$ cat src/rtl/wt_fetch_ctrl.sv
// Weight ROM fetch sequencer: walks a word range two words per beat over dual ROM ports and
// streams kernel pairs to the conv MAC array through a 2-entry (head + skid) buffer.
module wt_fetch_ctrl #(
  parameter int unsigned ADDR_WIDTH = 7,
  parameter int unsigned DATA_WIDTH = 144,
  parameter int unsigned DEPTH      = 76
) (
  input  logic                  clk,
  input  logic                  rst_n,
  input  logic                  start,
  input  logic [ADDR_WIDTH-1:0] first_addr,
  input  logic [ADDR_WIDTH-1:0] num_words,
  output logic [ADDR_WIDTH-1:0] rom_addr_a,
  output logic [ADDR_WIDTH-1:0] rom_addr_b,
  input  logic [DATA_WIDTH-1:0] rom_q_a,
  input  logic [DATA_WIDTH-1:0] rom_q_b,
  output logic                  wt_valid,
  input  logic                  wt_ready,
  output logic [DATA_WIDTH-1:0] wt_data_a,
  output logic [DATA_WIDTH-1:0] wt_data_b,
  output logic                  wt_b_vld,
  output logic                  wt_last,
  output logic                  busy,
  output logic                  done
);

  if (DEPTH > (1 << ADDR_WIDTH)) begin : g_depth_chk
    $error("DEPTH does not fit in ADDR_WIDTH");
  end

  typedef enum logic [1:0] {IDLE, FETCH, DRAIN, FIN} state_t;

  state_t                  state, state_next;
  logic                    busy_d, done_d;
  logic [ADDR_WIDTH-1:0]   beats_left;
  logic                    odd;
  logic                    inflight, infl_last, infl_bvld;
  logic                    skid_vld, skid_bvld, skid_last;
  logic [DATA_WIDTH-1:0]   skid_a, skid_b;

  logic                    start_ok_c, pop_c, issue_c, last_issue_c, empty_next_c;
  logic [1:0]              occ_c;
  logic [ADDR_WIDTH:0]     words_rnd_c;
  logic [ADDR_WIDTH-1:0]   beats_init_c;

  assign start_ok_c   = start && (state == IDLE);
  assign pop_c        = wt_valid && wt_ready;
  assign occ_c        = 2'(wt_valid) + 2'(skid_vld) + 2'(inflight);
  // Credit check: a beat leaving this cycle frees a slot for the pair issued now.
  assign issue_c      = (state == FETCH) && ((occ_c < 2'd2) || ((occ_c == 2'd2) && pop_c));
  assign last_issue_c = (beats_left == ADDR_WIDTH'(1));
  assign empty_next_c = !inflight && !skid_vld && (!wt_valid || pop_c);
  assign words_rnd_c  = {1'b0, num_words} + (ADDR_WIDTH+1)'(1);
  assign beats_init_c = words_rnd_c[ADDR_WIDTH:1];

  // State register (busy/done registered from the next-state decode)
  always_ff @(posedge clk or negedge rst_n) begin
    if (!rst_n) begin
      state <= IDLE;
      busy  <= 1'b0;
      done  <= 1'b0;
    end else begin
      state <= state_next;
      busy  <= busy_d;
      done  <= done_d;
    end
  end

  always_comb begin
    state_next = state;
    case (state)
      IDLE:    if (start) state_next = (num_words == '0) ? FIN : FETCH;
      FETCH:   if (issue_c && last_issue_c) state_next = DRAIN;
      DRAIN:   if (empty_next_c) state_next = FIN;
      FIN:     state_next = IDLE;
      default: state_next = IDLE;
    endcase
  end

  always_comb begin
    busy_d = 1'b0;
    done_d = 1'b0;
    if (start_ok_c || (state_next == FETCH) || (state_next == DRAIN)) busy_d = 1'b1;
    if (state_next == FIN) done_d = 1'b1;
  end

  // Address pointer: holds the pair presented to the ROM; it is consumed on an issue edge.
  always_ff @(posedge clk or negedge rst_n) begin
    if (!rst_n) begin
      rom_addr_a <= '0;
      rom_addr_b <= '0;
      beats_left <= '0;
      odd        <= 1'b0;
    end else if (start_ok_c && (num_words != '0)) begin
      rom_addr_a <= first_addr;
      rom_addr_b <= ((beats_init_c == ADDR_WIDTH'(1)) && num_words[0])
                    ? first_addr : first_addr + ADDR_WIDTH'(1);
      beats_left <= beats_init_c;
      odd        <= num_words[0];
    end else if (issue_c) begin
      beats_left <= beats_left - ADDR_WIDTH'(1);
      if (!last_issue_c) begin
        rom_addr_a <= rom_addr_a + ADDR_WIDTH'(2);
        rom_addr_b <= ((beats_left == ADDR_WIDTH'(2)) && odd)
                      ? rom_addr_a + ADDR_WIDTH'(2) : rom_addr_a + ADDR_WIDTH'(3);
      end
    end
  end

  always_ff @(posedge clk or negedge rst_n) begin
    if (!rst_n) begin
      inflight  <= 1'b0;
      infl_last <= 1'b0;
      infl_bvld <= 1'b0;
    end else begin
      inflight  <= issue_c;
      infl_last <= last_issue_c;
      infl_bvld <= !(last_issue_c && odd);
    end
  end

  // Head (output registers) refills from skid first, then straight from the ROM.
  always_ff @(posedge clk or negedge rst_n) begin
    if (!rst_n) begin
      wt_valid  <= 1'b0;
      wt_data_a <= '0;
      wt_data_b <= '0;
      wt_b_vld  <= 1'b0;
      wt_last   <= 1'b0;
      skid_vld  <= 1'b0;
      skid_a    <= '0;
      skid_b    <= '0;
      skid_bvld <= 1'b0;
      skid_last <= 1'b0;
    end else if (!wt_valid || pop_c) begin
      if (skid_vld) begin
        wt_valid  <= 1'b1;
        wt_data_a <= skid_a;
        wt_data_b <= skid_b;
        wt_b_vld  <= skid_bvld;
        wt_last   <= skid_last;
        skid_vld  <= inflight;
        if (inflight) begin
          skid_a    <= rom_q_a;
          skid_b    <= rom_q_b;
          skid_bvld <= infl_bvld;
          skid_last <= infl_last;
        end
      end else if (inflight) begin
        wt_valid  <= 1'b1;
        wt_data_a <= rom_q_a;
        wt_data_b <= rom_q_b;
        wt_b_vld  <= infl_bvld;
        wt_last   <= infl_last;
      end else begin
        wt_valid  <= 1'b0;
      end
    end else if (inflight) begin
      skid_vld  <= 1'b1;
      skid_a    <= rom_q_a;
      skid_b    <= rom_q_b;
      skid_bvld <= infl_bvld;
      skid_last <= infl_last;
    end
  end

endmodule

$ cat config.mk
export PLATFORM = sky130hd
export DESIGN_NAME = wt_fetch_ctrl
export DESIGN_NICKNAME = d
export VERILOG_FILES = /design/src/rtl/wt_fetch_ctrl.sv
export SDC_FILE = /design/constraint.sdc
export NUM_CORES = 1
export LEC_CHECK = 0
export ABC_AREA = 1
export CORE_MARGIN = 1.5
export CORE_UTILIZATION = 45
export CTS_CLUSTER_SIZE = 10
export DETAILED_ROUTE_END_ITERATION = 6
export PLACE_DENSITY = 0.78
export SYNTH_ARGS = -nofsm -noshare
export SYNTH_HDL_FRONTEND = slang
export SYNTH_SLANG_ARGS = --single-unit
export TNS_END_PERCENT = 5
$ cat constraint.sdc
create_clock -name clk -period 2.9 [get_ports clk]
set_clock_uncertainty 0.1 [all_clocks]
set_input_delay 0.58 -clock clk [delete_from_list [all_inputs] [get_ports clk]]
set_output_delay 0.58 -clock clk [all_outputs]
set_load 0.01 [all_outputs]
==> flow_summary.json, run 1 <==
{
  "die_area_mm2": 0.05874,
  "max_freq_ghz": 0.4165,
  "clock_sinks": 611,
  "worst_pin_slew_ns": 1.138,
  "wl_per_cell_um": 19.28,
  "cts_root_buffer": "clkbuf_16",
  "grt_max_degree": 190,
  "status": "finished, final reports clean",
  "finalHoldViolCount": 0,
  "grt_setup_unrepaired": "false",
  "grt_pass1_wl_mm": 117.4,
  "synthFlopType": "dfrtp_1",
  "cts_resized": 0,
  "die_height_um": 242.4,
  "core_mm2": 0.05650,
  "fin_crit_ns": 2.401,
  "drt-initial-drc-count": 1130,
  "report.final.slew_viol_count": 0,
  "portBuffers": 612,
  "yosysWarnings": 0,
  "avgSynthCellArea_um2": 10.31,
  "cp.required_ns": 3.29,
  "fin_crit_sh_pct": 82.78,
  "stdcell_area_mm2": 0.03485,
  "synthToLayoutAreaGrowth_pct": 35.18,
  "grt_usage_pct": 25.15,
  "worstSetupPathType": "register to register",
  "initial_core_util_pct": 45.63,
  "peakVddDrop_mv": 0.7393,
  "cts.clk_slew.worst_paths_ns": 0.05,
  "synth_common_cells": "nand2_1, dfrtp_1, nor2_1, a31oi_1, mux2_2",
  "layout.cells.non_filler": 3859,
  "slew_headroom_pct": 24.10,
  "timing.final.ws_setup_ns": 0.4992,
  "post_dp_cell_area_mm2": 0.03280,
  "drv_cap": 0,
  "worstPathArrival_ns": 2.79,
  "cts_buffers": 72,
  "clock_latency_ns": 0.60,
  "ioPinCount": 613,
  "yosys.area.top_type": "dfrtp_1",
  "crit_top_cell": "nand2_1",
  "antenna_found_initial": 18,
  "ys_ff_latch": 611,
  "ys_async_sr_fraction_pct": 100.0,
  "min_path_type": "register to register",
  "start_kind": "register",
  "place_congestion": 0.8654,
  "yosysMostFrequentCell": "nand2_1",
  "reg2reg_depth": 12,
  "ys_seq_area_share_pct": 59.31,
  "leakagePower_uw": 0.01495,
  "setup_viol": 0,
  "rows": 87,
  "synth_nets": 2817,
  "drtAntennaViolNets": 0,
  "drc": 0,
  "grt-ovfl-total": 0,
  "nNetsFinal": 3393,
  "clk_path_buf_depth": 3,
  "dp_hpwl_mm": 50.84,
  "synth_top_area_share_pct": 59.31,
  "viasPerCell": 5.405,
  "dpl.cell_count": 3758,
  "powerDensity_mw_per_mm2": 1237,
  "h-tree-depth": 3,
  "via_count": 20860,
  "syn_inst": 2501,
  "synth_edf_count": 0,
  "first_global_vias": 21290,
  "postCtsSetupRepairBufs": 0,
  "tritoncts": "yes",
  "crit_path_cell_trace": "inv_1 > fa_1 > nand3_1 > nand2_1 > nand2_1 > nor2_4 > inv_4 > nand2_4 > nand2_1 > nand3b_1 > nand2_1 > inv_1",
  "final.setup.tns_ns": 0,
  "ys_types": 38,
  "syn_area_mm2": 0.02578,
  "total_power_uw": 43090,
  "slowest_stage": "fa_1",
  "firstDrtPassIters": 5,
  "wirelength_mm": 74.39,
  "cp_max_fo": 13,
  "pre_cts_ws_ns": 0.2060,
  "synthTopCellsByArea": "dfrtp_1, mux2_2, nand2_1, a31oi_1, nor2_1",
  "drive_gt1_share_pct": 13.35,
  "hold_depth": 1,
  "cp_slowest_stage_delay_ns": 0.53,
  "end_kind": "register",
  "die_w_um": 242.4
}
==> per-stage QoR <==
stage                     hold WS (ns)  utilization, %
final                           0.3878           61.69
after global routing            0.3976           61.67
after CTS                       0.3937           61.64
after detailed placement        0.3819           58.06
after global placement          0.3734           58.06
after floorplan                 0.1844               -
==> report_power, final <==
group	total (uW)	leakage [uW]	switching, uW	internal [uW]
Combinational	19500	0.00692	9870	9580
Sequential	15600	0.00705	2560	13000
Clock	8040	0.000980	3350	4700
==> final cells by class <==
| type | instances | area, um^2 |
|---|---|---|
| flip-flops and latches | 611 | 15290 |
| inverters | 54 | 212.7 |
| well taps | 756 | 945.9 |
| diodes | 10 | 25.02 |
| repair buffers | 667 | 6809 |
| clock buffers | 82 | 1861 |
| clock inverters | 8 | 150.1 |
| fillers | 4385 | 21650 |
| multi-input cells | 1671 | 9553 |
==> sequential cells by signal, indices dropped and copies added, names as in the netlist, 2 cells and up <==
signal / flops
wt_data_a: 144
skid_b: 144
wt_data_b: 144
beats_left: 7
state: 2
skid_a: 144
rom_addr_a: 7
rom_addr_b: 7
==> cell families after synthesis <==
kind of cell    count (synthesis)  synth area share (%)
flops                         611                 59.31
simple gates                 1028                 15.41
mux                           290                 12.67
compound gates                332                 8.003
xor+xnor                       11                0.3737
buf+inv                       219                 3.727
fa+ha+maj                      10                0.5144
==> per-layer routing <==
layer,wire (um),global-route usage [%],vias to the layer above
met1,28750,30.11,10360
met3,5855,7.201,198
li1,-,-,9571
met2,36370,41.77,713
met5,113,0,-
met4,3299,11.93,16
==> placed cells by master, fill, tap and decap left out, drive strengths merged, types with 2 or more instances in the layout <==
master           n
nand3b           2
a31oi          290
dfrtp          611
inv             55
nor2           330
nor3             3
diode           10
nand4            6
xor2            10
or2              2
clkbuf          82
clkinv           5
nand3           30
nand2          654
buf             55
a21oi           11
o21ai           19
o221ai           5
clkdlybuf4s50  611
bufinv           2
mux2           290
ha               9
==> path summary, 6_finish.rpt <==
path | from | slack, ns | end
worst max-delay path | inflight | 0.50 | rom_addr_b[0]
worst min-delay path | skid_b[140] | 0.39 | skid_b[140]
worst max register to register | inflight | 0.50 | rom_addr_b[0]
worst min register to register | skid_b[140] | 0.39 | skid_b[140]
max in group asynchronous | rst_n | 1.28 | skid_a[108]
min in group asynchronous | rst_n | 0.47 | skid_a[94]
==> repair_timing <==
item / in CTS / in global routing
endpoints found under the hold margin: 51 / 0
endpoints found under the setup margin: 0 / 0
hold buffers: 1 / 0
==> critical path: cells and delay by family (launching register included) <==
family,cells,cell delay [ns]
adders and majority gates,1,0.53
buffers and inverters,3,0.29
DFF,1,0.41
and+or+nand+nor,8,0.96
Power figures use the tool's default switching activity.
==> run 2: changes to the inputs <==
Clock period 2.9 ns to 2.5 ns, I/O delays scaled along.
==> flow_summary.json, run 2 (synthesized netlist as in run 1, its figures left out) <==
{
  "report.final.slew_viol_count": 0,
  "die_w_um": 242.4,
  "grt-ovfl-total": 0,
  "worstSetupPathType": "register to register",
  "core_mm2": 0.05650,
  "wl_per_cell_um": 19.19,
  "firstDrtPassIters": 6,
  "utilization_pct": 62.22,
  "antenna_found_initial": 12,
  "clock_sinks": 611,
  "drive_gt1_share_pct": 13.86,
  "powerDensity_mw_per_mm2": 1437,
  "wirelength_mm": 74.33,
  "final.setup.tns_ns": 0,
  "min_path_type": "input pin to asynchronous set/reset pin",
  "end_kind": "register",
  "tritoncts": "yes",
  "drc": 0,
  "drt-initial-drc-count": 1229,
  "grt_pass1_wl_mm": 117.5,
  "die_area_mm2": 0.05874,
  "cp.required_ns": 2.88,
  "dpl.cell_count": 3773,
  "first_global_vias": 21310,
  "dp_hpwl_mm": 51.15,
  "fin_crit_sh_pct": 93.30,
  "viasPerCell": 5.401,
  "drv_cap": 0,
  "ioPinCount": 613,
  "stdcell_area_mm2": 0.03515,
  "synthToLayoutAreaGrowth_pct": 36.34,
  "cp_max_fo": 13,
  "worstPathArrival_ns": 2.71,
  "via_count": 20930,
  "setup_viol": 0,
  "layout.cells.non_filler": 3874,
  "peakVddDrop_mv": 0.7506,
  "worst_pin_slew_ns": 1.275,
  "portBuffers": 612,
  "post_dp_cell_area_mm2": 0.03308,
  "clock_latency_ns": 0.59,
  "cts_buffers": 72,
  "fin_crit_ns": 2.333,
  "place_congestion": 0.8952,
  "grt_usage_pct": 25.07,
  "cts.clk_slew.worst_paths_ns": 0.05,
  "status": "finished, final reports clean",
  "die_height_um": 242.4,
  "cts_root_buffer": "clkbuf_16",
  "final_cell_mix": "nand2_1, clkdlybuf4s50_1, dfrtp_1",
  "layout_commonest_cell": "nand2_1",
  "leakagePower_uw": 0.01510,
  "grt_setup_unrepaired": "false",
  "h-tree-depth": 3,
  "nNetsFinal": 3410,
  "total_power_uw": 50510,
  "finalHoldViolCount": 0,
  "slew_headroom_pct": 14.97,
  "start_kind": "register",
  "max_freq_ghz": 0.4287,
  "drtAntennaViolNets": 0,
  "grt_max_degree": 201,
  "rows": 87,
  "initial_core_util_pct": 45.63,
  "clk_path_buf_depth": 3
}
-- run 2: changes by cell type in the layout (fill, tap and decap cells not counted), sizes merged --
cell and change:
buf +17, clkbuf +1, clkinv -1, diode -2
-- run 2: repair_timing --
item,in CTS,in global routing
buffers inserted,0,2
gates resized for setup,0,1
setup endpoints to repair,0,1
hold buffers,1,0
endpoints found under the hold margin,18,0
-- run 2: path summary, 6_finish.rpt --
check	from	to	slack, ns	cells past startpoint
max reg2reg	inflight	rom_addr_b[0]	0.17	12
min	rst_n	wt_data_b[79]	0.31	2
min reg2reg	skid_b[138]	skid_b[138]	0.39	1
max	inflight	rom_addr_b[0]	0.17	12
min in group clk	skid_b[138]	skid_b[138]	0.39	1
max in group asynchronous	rst_n	skid_b[32]	1.13	4
-- run 2: report_power, final --
part | total [uW] | leakage (uW) | switching, uW | internal (uW)
Sequential | 18100 | 0.00705 | 2940 | 15100
Clock | 9370 | 0.000982 | 3890 | 5480
Combinational | 23100 | 0.00707 | 11600 | 11500
-- run 2: per-stage QoR --
stage	worst slack, ns	hold WS [ns]
2_1_floorplan	0.1584	0.1044
3_3_place_gp	0.06123	0.3177
3_5_place_dp	-0.02579	0.3145
4_1_cts	0.1006	0.2890
5_1_grt	0.03103	0.3204
6_report	0.1675	0.3134
-- run 2: metal layers --
metal | vias up | global-route usage [%] | routed length [um]
met4 | 12 | 10.88 | 3049
met3 | 187 | 7.522 | 5847
met5 | - | 0 | 82
met2 | 725 | 41.83 | 36580
met1 | 10410 | 30.03 | 28760
li1 | 9587 | - | -
-- run 2: worst max-delay path, cell delays in order (launching register included) --
cell and delay (ns):
dfrtp_1 0.39, inv_1 0.13, fa_1 0.53, nand3_1 0.09, nand2_1 0.09, nand2_2 0.10, nor2_4 0.20, inv_4 0.08
nand2_4 0.15, nand2_1 0.07, nand3b_1 0.17, nand2_1 0.08, inv_1 0.04
-- run 2: layout make-up --
cell class	count	area, um^2
tap	756	945.9
inverter	54	212.7
fill	4290	21350
antenna	8	20.02
timing repair buffer	684	7099
clock inverter	7	147.6
clock buffer	83	1874
multi-input combinational	1671	9555
sequential	611	15290
